==> src/rtl/rf_arb_pkg.sv <==
// Shared widths and the writeback request payload used by the register-file
// write-port arbiter and its long-latency result FIFO.
package rf_arb_pkg;

    localparam int unsigned XLEN      = 32;
    localparam int unsigned REG_IDX_W = 5;
    localparam int unsigned NREG      = 32;

    typedef struct packed {
        logic [REG_IDX_W-1:0] rd;
        logic [XLEN-1:0]      data;
    } wb_req_t;

endpackage

==> src/rtl/rf_wb_fifo.sv <==
// Small circular buffer for long-latency writeback results; DEPTH must be a
// power of two so the pointers wrap naturally.
module rf_wb_fifo
    import rf_arb_pkg::*;
#(
    parameter int unsigned DEPTH = 2
) (
    input  logic    clk,
    input  logic    rst,
    input  logic    push,
    input  wb_req_t push_req,
    input  logic    pop,
    output wb_req_t head,
    output logic    full,
    output logic    empty
);

    localparam int unsigned PTR_W = (DEPTH > 1) ? $clog2(DEPTH) : 1;

    logic [PTR_W-1:0] wr_ptr;
    logic [PTR_W-1:0] rd_ptr;
    logic [PTR_W:0]   count;
    wb_req_t          mem [DEPTH];
    logic             do_push;
    logic             do_pop;

    assign full    = (count == (PTR_W+1)'(DEPTH));
    assign empty   = (count == '0);
    assign do_push = push && !full;
    assign do_pop  = pop && !empty;
    assign head    = mem[rd_ptr];

    always_ff @(posedge clk or negedge rst) begin
        if (!rst) begin
            wr_ptr <= '0;
            rd_ptr <= '0;
            count  <= '0;
        end else begin
            if (do_push) wr_ptr <= wr_ptr + 1'b1;
            if (do_pop)  rd_ptr <= rd_ptr + 1'b1;
            case ({do_push, do_pop})
                2'b10:   count <= count + 1'b1;
                2'b01:   count <= count - 1'b1;
                default: count <= count;
            endcase
        end
    end

    // Storage needs no reset: occupancy alone decides what is valid.
    always_ff @(posedge clk) begin
        if (do_push) mem[wr_ptr] <= push_req;
    end

endmodule

==> src/rtl/rf_wb_arbiter.sv <==
// Register-file write-port arbiter: pipeline WB has priority, buffered
// long-latency results drain into idle slots; a pending scoreboard raises the
// decode hazard. Define RF_ARB_STARVE_GUARD_EN to enable the starvation guard.
module rf_wb_arbiter
    import rf_arb_pkg::*;
#(
    parameter int unsigned FIFO_DEPTH   = 2,
    parameter int unsigned STARVE_LIMIT = 8
) (
    input  logic                 clk,
    input  logic                 rst,
    input  logic                 pipe_wb_en,
    input  logic [REG_IDX_W-1:0] pipe_rd,
    input  logic [XLEN-1:0]      pipe_wb_data,
    input  logic                 lu_valid,
    output logic                 lu_ready,
    input  logic [REG_IDX_W-1:0] lu_rd,
    input  logic [XLEN-1:0]      lu_data,
    input  logic                 issue_en,
    input  logic [REG_IDX_W-1:0] issue_rd,
    input  logic [REG_IDX_W-1:0] chk_rs1,
    input  logic [REG_IDX_W-1:0] chk_rs2,
    input  logic [REG_IDX_W-1:0] chk_rd,
    output logic                 hazard,
    output logic                 busy,
    output logic                 pipe_stall,
    output logic                 rf_wb_en,
    output logic [REG_IDX_W-1:0] rf_rd,
    output logic [XLEN-1:0]      rf_wb_data
);

    logic            pipe_valid;
    logic            pipe_grant;
    logic            pop;
    logic            push;
    logic            full;
    logic            empty;
    wb_req_t         head;
    wb_req_t         push_req;
    logic [NREG-1:0] pending;
    logic [NREG-1:0] pending_next;

    assign pipe_valid = pipe_wb_en && (pipe_rd != '0);
    assign pipe_grant = pipe_valid && !pipe_stall;
    assign pop        = !pipe_grant && !empty;
    assign lu_ready   = !full;
    assign push       = lu_valid && !full;
    assign push_req   = '{rd: lu_rd, data: lu_data};

    rf_wb_fifo #(
        .DEPTH (FIFO_DEPTH)
    ) u_fifo (
        .clk      (clk),
        .rst      (rst),
        .push     (push),
        .push_req (push_req),
        .pop      (pop),
        .head     (head),
        .full     (full),
        .empty    (empty)
    );

    always_comb begin
        rf_wb_en   = pipe_grant;
        rf_rd      = pipe_rd;
        rf_wb_data = pipe_wb_data;
        if (pop) begin
            rf_wb_en   = (head.rd != '0);
            rf_rd      = head.rd;
            rf_wb_data = head.data;
        end
    end

    // Set is applied after clear so a same-cycle issue keeps the bit pending.
    always_comb begin
        pending_next = pending;
        if (pop) pending_next[head.rd] = 1'b0;
        if (issue_en) pending_next[issue_rd] = 1'b1;
        pending_next[0] = 1'b0;
    end

    always_ff @(posedge clk or negedge rst) begin
        if (!rst) pending <= '0;
        else      pending <= pending_next;
    end

    assign hazard = pending[chk_rs1] | pending[chk_rs2] | pending[chk_rd];
    assign busy   = (|pending) | !empty;

`ifdef RF_ARB_STARVE_GUARD_EN
    localparam int unsigned CNT_W = $clog2(STARVE_LIMIT + 1);

    logic [CNT_W-1:0] starve_cnt;
    logic             stall_q;
    logic             blocked;

    assign blocked    = !empty && pipe_grant;
    assign pipe_stall = stall_q;

    // Stall is registered off the blocked cycle that brings the count to the
    // limit, so it appears in the cycle right after that many blocked cycles.
    always_ff @(posedge clk or negedge rst) begin
        if (!rst) begin
            starve_cnt <= '0;
            stall_q    <= 1'b0;
        end else begin
            if (pop || stall_q)  starve_cnt <= '0;
            else if (blocked)    starve_cnt <= starve_cnt + 1'b1;
            stall_q <= blocked && (starve_cnt == CNT_W'(STARVE_LIMIT - 1));
        end
    end
`else
    logic cfg_unused;
    assign cfg_unused = |STARVE_LIMIT;
    assign pipe_stall = 1'b0;
`endif

endmodule

==> config.mk <==
export PLATFORM = sky130hd
export DESIGN_NAME = rf_wb_arbiter
export DESIGN_NICKNAME = d
export VERILOG_FILES = /design/src/rtl/rf_arb_pkg.sv /design/src/rtl/rf_wb_fifo.sv /design/src/rtl/rf_wb_arbiter.sv
export SDC_FILE = /design/constraint.sdc
export NUM_CORES = 1
export LEC_CHECK = 0
export CORE_MARGIN = 4
export CORE_UTILIZATION = 40
export DETAILED_ROUTE_END_ITERATION = 10
export GPL_TIMING_DRIVEN = 0
export PLACE_DENSITY = 0.67
export SYNTH_ARGS = -nofsm -noshare
export SYNTH_HDL_FRONTEND = slang
export SYNTH_SLANG_ARGS = --single-unit
==> constraint.sdc <==
create_clock -name clk -period 3.9 [get_ports clk]
set_input_delay 0.78 -clock clk [delete_from_list [all_inputs] [get_ports clk]]
set_output_delay 0.78 -clock clk [all_outputs]
set_load 0.01 [all_outputs]
After elaboration in Yosys (flattened, before gate mapping):

Memory sizes are Yosys's and may differ from the RTL's.
Index checks and enable logic that the tools add are counted.

* bitwise operators: 6
* $add $sub $neg: 4
* magnitude comparators: 7
* equality and inequality tests: 3
* muxes and demuxes: 18
* reductions and logical operators: 15

Operators with widths (count)
* 2-to-1 mux 32 bit: 3
* AND 32 bit: 1
* NOT 32 bit: 1
* bitwise OR 32 bit: 1
* OR reduction 31 bit: 1
* < comparator 5 x 6 -> 1 bit, second input constant: 5
* binary-select mux 1 bit (select 5 bit): 3
* demux 1 bit (select 5 bit): 2
* greater-or-equal comparator 5 x 1 -> 1 bit, second input constant: 2
* nonzero test 5 bit: 2
* 2-to-1 mux 1 bit: 8
* logical AND 1 bit: 7
* 2-to-1 mux 5 bit: 1
* equality test 2 bit, second input constant: 2
* one-hot mux 2 bit (2 select lines): 1
* logical NOT 1 bit: 3
* bitwise OR 1 bit: 3
* adder 1 bit, second input constant: 2
* adder 2 x 1 -> 2 bit, second input constant: 1
* equality test 2 x 1 -> 1 bit, second input constant: 1
* logical NOT 2 bit: 1
* nonzero test 2 bit: 1
* subtractor 2 x 1 -> 2 bit, second input constant: 1

* memories kept: 1
* output and inout bits: 42
* input port bits: 99
* register bits: 35
* word-level logic and storage cells: 58
* bits in writable memories: 74

Memories
* u_fifo.mem: depth 2, width 37, rd ports 1, clocked after Yosys merged registers in 0, write ports 1, RTL line rf_wb_fifo.sv:23 `wb_req_t mem [DEPTH];`

Longest topological paths before layout:

Gate-level depths: netlist of run 1.
An unclocked memory read counts as a cell.

* depth after elaboration: 10
* mapped depth: 10
* depth with buffers taken out: 8

Modules after synthesis:

Synthesis of run 1 repeated with hierarchy kept, for this count alone.

* cell total of the unflattened synthesis: 412
* area total of the unflattened synthesis: 5794.3 µm²

By module, submodules not included
* rf_wb_fifo: sequential area each 2322.2 µm², times used 1, area each 2949.1 µm², cells each 133
* rf_wb_arbiter: sequential area each 775.7 µm², times used 1, area each 2845.2 µm², cells each 279

Worst setup path before layout of run 1:

Ideal clock, no wire load.

* path type: input -> output
* start point: input port pipe_rd[1]
* end point: output port rf_wb_data[30]
* required time: 3120 ps
* data arrival time: 2286 ps
* cell stages on the path: 6
* buffers on the path: 2
* setup slack: 834 ps
* cell sequence: or4_1 o21a_4 or2_4 buf_6 buf_6 o21ai_2

* longest elaborated chain between the ends: 5

Ends and longest elaborated chain
* start, declared: RTL line rf_wb_arbiter.sv:13 `input logic [REG_IDX_W-1:0] pipe_rd,`
* nonzero test 5 bit: RTL line rf_wb_arbiter.sv:43 `assign pipe_valid = pipe_wb_en && (pipe_rd != '0);`
* logical AND 1 bit: RTL line rf_wb_arbiter.sv:43
* logical NOT 1 bit: RTL line rf_wb_arbiter.sv:45 `assign pop = !pipe_grant && !empty;`
* logical AND 1 bit: RTL line rf_wb_arbiter.sv:45
* 2-to-1 mux 32 bit: RTL line rf_wb_arbiter.sv:67 `if (pop) begin`
* end, declared: RTL line rf_wb_arbiter.sv:29 `output logic [XLEN-1:0] rf_wb_data`

Every way passes these cells.

Worst setup path after layout of run 1:

* start point: input port pipe_rd[1]
* end point: output port rf_rd[1]

* longest elaborated chain between the ends: 5

Ends and longest elaborated chain
* nonzero test 5 bit: RTL line rf_wb_arbiter.sv:43
* logical AND 1 bit: RTL line rf_wb_arbiter.sv:43
* logical NOT 1 bit: RTL line rf_wb_arbiter.sv:45
* logical AND 1 bit: RTL line rf_wb_arbiter.sv:45
* 2-to-1 mux 5 bit *: RTL line rf_wb_arbiter.sv:67
* end, declared: RTL line rf_wb_arbiter.sv:28 `output logic [REG_IDX_W-1:0] rf_rd,`

Every way passes the cells marked *; elsewhere a longest branch is shown, timed or not.

==> results.md, run 1 <==
- Post-synth EDFFs: 74
- Leakage power: 2.872 nW
- Critical Path AT: 3.07 ns
- TritonCTS clock tree: built
- Crit path from: pipe_rd[1]
- IO Count: 141
- First-pass detailed-route iteration total: 5
- Vias: 4,461
- Power per standard cell area: 637.2 nW/um2
- Placement-stage cell area: 7296 um2
- H-tree depth: 3
- GP Congestion: 0.9216
- Die area: 16,210 um2
- Antenna Nets Post-Route: 0
- Latest clock arrival within the worst-skew pair: 0.35 ns
- Via density per instance: 5.618
- DP HPWL: 11,910 um
- Fin. Hold Viols: 0
- N_diodes: 0
- Fin area: 7591 um2
- Max FO, Critical Path: 10
- Yosys warns: 0
- Clock slew at reported path FFs: 0.07 ns
- Ys flop type: edfxtp_1
- Syn Inst Count: 461
- Area Growth Syn to Fin: 33.28%
- Synthesized flop and latch total: 109
- Bufs and invs on worst path: 4
- CP cell instances: clkdlybuf4s50_1 > or4_4 > o21a_4 > or2_4 > buf_6 > buf_6 > nand2_1 > o21ai_1 > clkdlybuf4s15_1
- RSZ-0062 raised after global routing: no
- Grt total ovfl: 0
- Initial core utilization: 0.4087
- Number of library cell types mapped by synthesis: 54
- Least-Margin Pin Slew: 0.8799 ns
- Final Max Slew Viols: 0
- Worst hold path type: primary input to async pin
- Sequential share of the synthesized area: 0.5439
- Worst endpoint required time: 3.12 ns
- Post-Route Hold Slack: 0.5159 ns
- FMAX: 259.7 MHz
- Clock Path Buffers: 2
- Critical Path Most Common Cell: buf_6
- Placed insts: 777
- Crit Path Class: primary input to primary output
- Most common cell after layout, fill and taps aside: clkdlybuf4s50_1
- Commonest cells after routing, fill and taps aside: clkdlybuf4s50_1 (95), edfxtp_1 (74), nand2_1 (73), mux2i_1 (44), o21ai_1 (36)
- Crit share post-route: 0.9875
- Status: finished, final reports clean
- Power Total: 4.837 mW
- CP delay by family, top: buffers and inverters
- Clock root cell: clkbuf_16
- DP Worst Slack: -0.2992 ns
- Syn avg cell area: 12.35 um2
- Hold Buf Count CTS: 0
- Residual DRC: 0
- Total CTS buffers: 9
- Relative slew slack: 0.3966
- First-pass GRT wire length: 25,240 um
- Post-synth net total: 561
- Share of post-route cells with drive strength above 1: 0.1287
- Initial DRC Count: 326
- Antenna violations before repair: 0
- Mapped Area: 5695 um2
- Post-layout min period: 3.851 ns
- CTS sink cnt: 109
- Critical Path Slowest Stage Cell: or4_4
- Post-DR wirelength/cell: 19.74 um
- Overall Global Routing Usage: 0.1984
- WL final: 15,670 um
- Finish-stage setup viols: 0
- Crit. End Element: primary output
- Largest net degree at the start of global routing: 38
- Die Wd: 127.3 um
- Non-Filler Instances: 794
- Port Buffers: 135
- Final setup margin: 0.04893 ns
- Crit path launch type: primary input
- Clk_skew: 0.01078 ns
- Peak supply drop: 0.2544 mV
- Async set or reset register ratio after synthesis: 0.3211
- Core ar.: 13,930 um2
- Die height: 127.3 um
- Max cap viols: 0
- Vias in the first global route: 4,705
- R2r startpoint: u_fifo.count[0]$_DFFE_PN0P_
- CP peak stage delay: 0.56 ns
- Net count, final: 709
- Row cnt: 43
## stage by stage
stage	utilization	setup TNS, ns
finish	0.5448	0
CTS	0.5443	0
global route	0.5448	0
detailed placement	0.5236	-9.137
floorplan	-	0
global placement	0.5219	-22.35
## worst paths after layout
check	end	slack [ns]	cells after the start
worst max-delay path	rf_rd[1]	0.05	9
worst min-delay path	pending[23]$_DFF_PN0_	0.52	1
worst max register to register	u_fifo.count[1]$_DFFE_PN0P_	1.60	8
worst min register to register	u_fifo.count[1]$_DFFE_PN0P_	0.52	1
max in group asynchronous	pending[16]$_DFF_PN0_	2.87	1
min in group clk	u_fifo.count[1]$_DFFE_PN0P_	0.52	1
## Yosys cell counts (all sizes together), types with 4 or more instances
library cell / instances / area, um2
mux2: 13 / 146.4
nand3b: 7 / 52.55
edfxtp: 74 / 2222
a2111oi: 4 / 35.03
dfrtp: 35 / 875.8
o2bb2ai: 16 / 140.1
o21ai: 37 / 188.9
buf: 12 / 92.58
mux2i: 44 / 440.4
clkbuf: 9 / 33.78
inv: 7 / 26.27
xnor2: 4 / 42.55
nand2: 73 / 274.0
nand3: 10 / 50.05
nor3b: 5 / 37.54
nor4: 12 / 150.1
nor2b: 8 / 50.05
a22o: 15 / 131.4
mux4: 13 / 292.8
nor2: 18 / 70.07
## cells by family (layout without fill, tap and decap cells)
group	count (synthesis)	count (layout)	share of synthesized area
mux	70	70	0.1544
compound gates	94	94	0.1186
xor+xnor	5	5	0.009009
flops	109	109	0.5439
other cells	1	1	0.0006584
simple gates	153	153	0.1443
fa+ha+maj	1	1	0.002196
buf+inv	28	181	0.02680
## where the power goes
part | switching (mW) | internal [mW]
Clock | 0.416 | 0.480
Combinational | 1.00 | 0.948
Sequential | 0.359 | 1.63
Total | 1.78 | 3.06
## area by class of cell
class	instances	area (um2)
multi-input cells	324	2464
plain buffers	21	156.4
inverters	7	26.28
well taps	180	225.2
fillers	1208	6344
repair buffers	137	1328
flip-flops and latches	109	3098
clock inverters	5	40.04
clock buffers	11	254.0
## metal layers
metal,vias up,GRT usage,routed length (um)
li1,2069,-,-
met4,0,0.07823,423
met2,185,0.3156,7437
met3,36,0.05644,1246
met5,-,0,0
met1,2171,0.2572,6566
## what timing repair did
action | 4_1_cts | 5_1_grt
setup buffers | 1 | 0
pin swaps | 2 | 1
gates resized for setup | 53 | 8
setup endpoints to repair | 38 | 10
## sequential cells by signal, summed over array words and instances, names as in the netlist
| name | cells |
|---|---|
| pending | 31 |
| u_fifo.count | 2 |
| u_fifo.mem | 74 |
| u_fifo.rd_ptr | 1 |
| u_fifo.wr_ptr | 1 |
Power figures use the tool's default switching activity.
==> inputs of run 2 (changes only) <==
ABC_CLOCK_PERIOD_IN_PS = 3900   (was default)
==> results of run 2 <==
No change in the layout: final DEF, timing and power equal those of run 1.
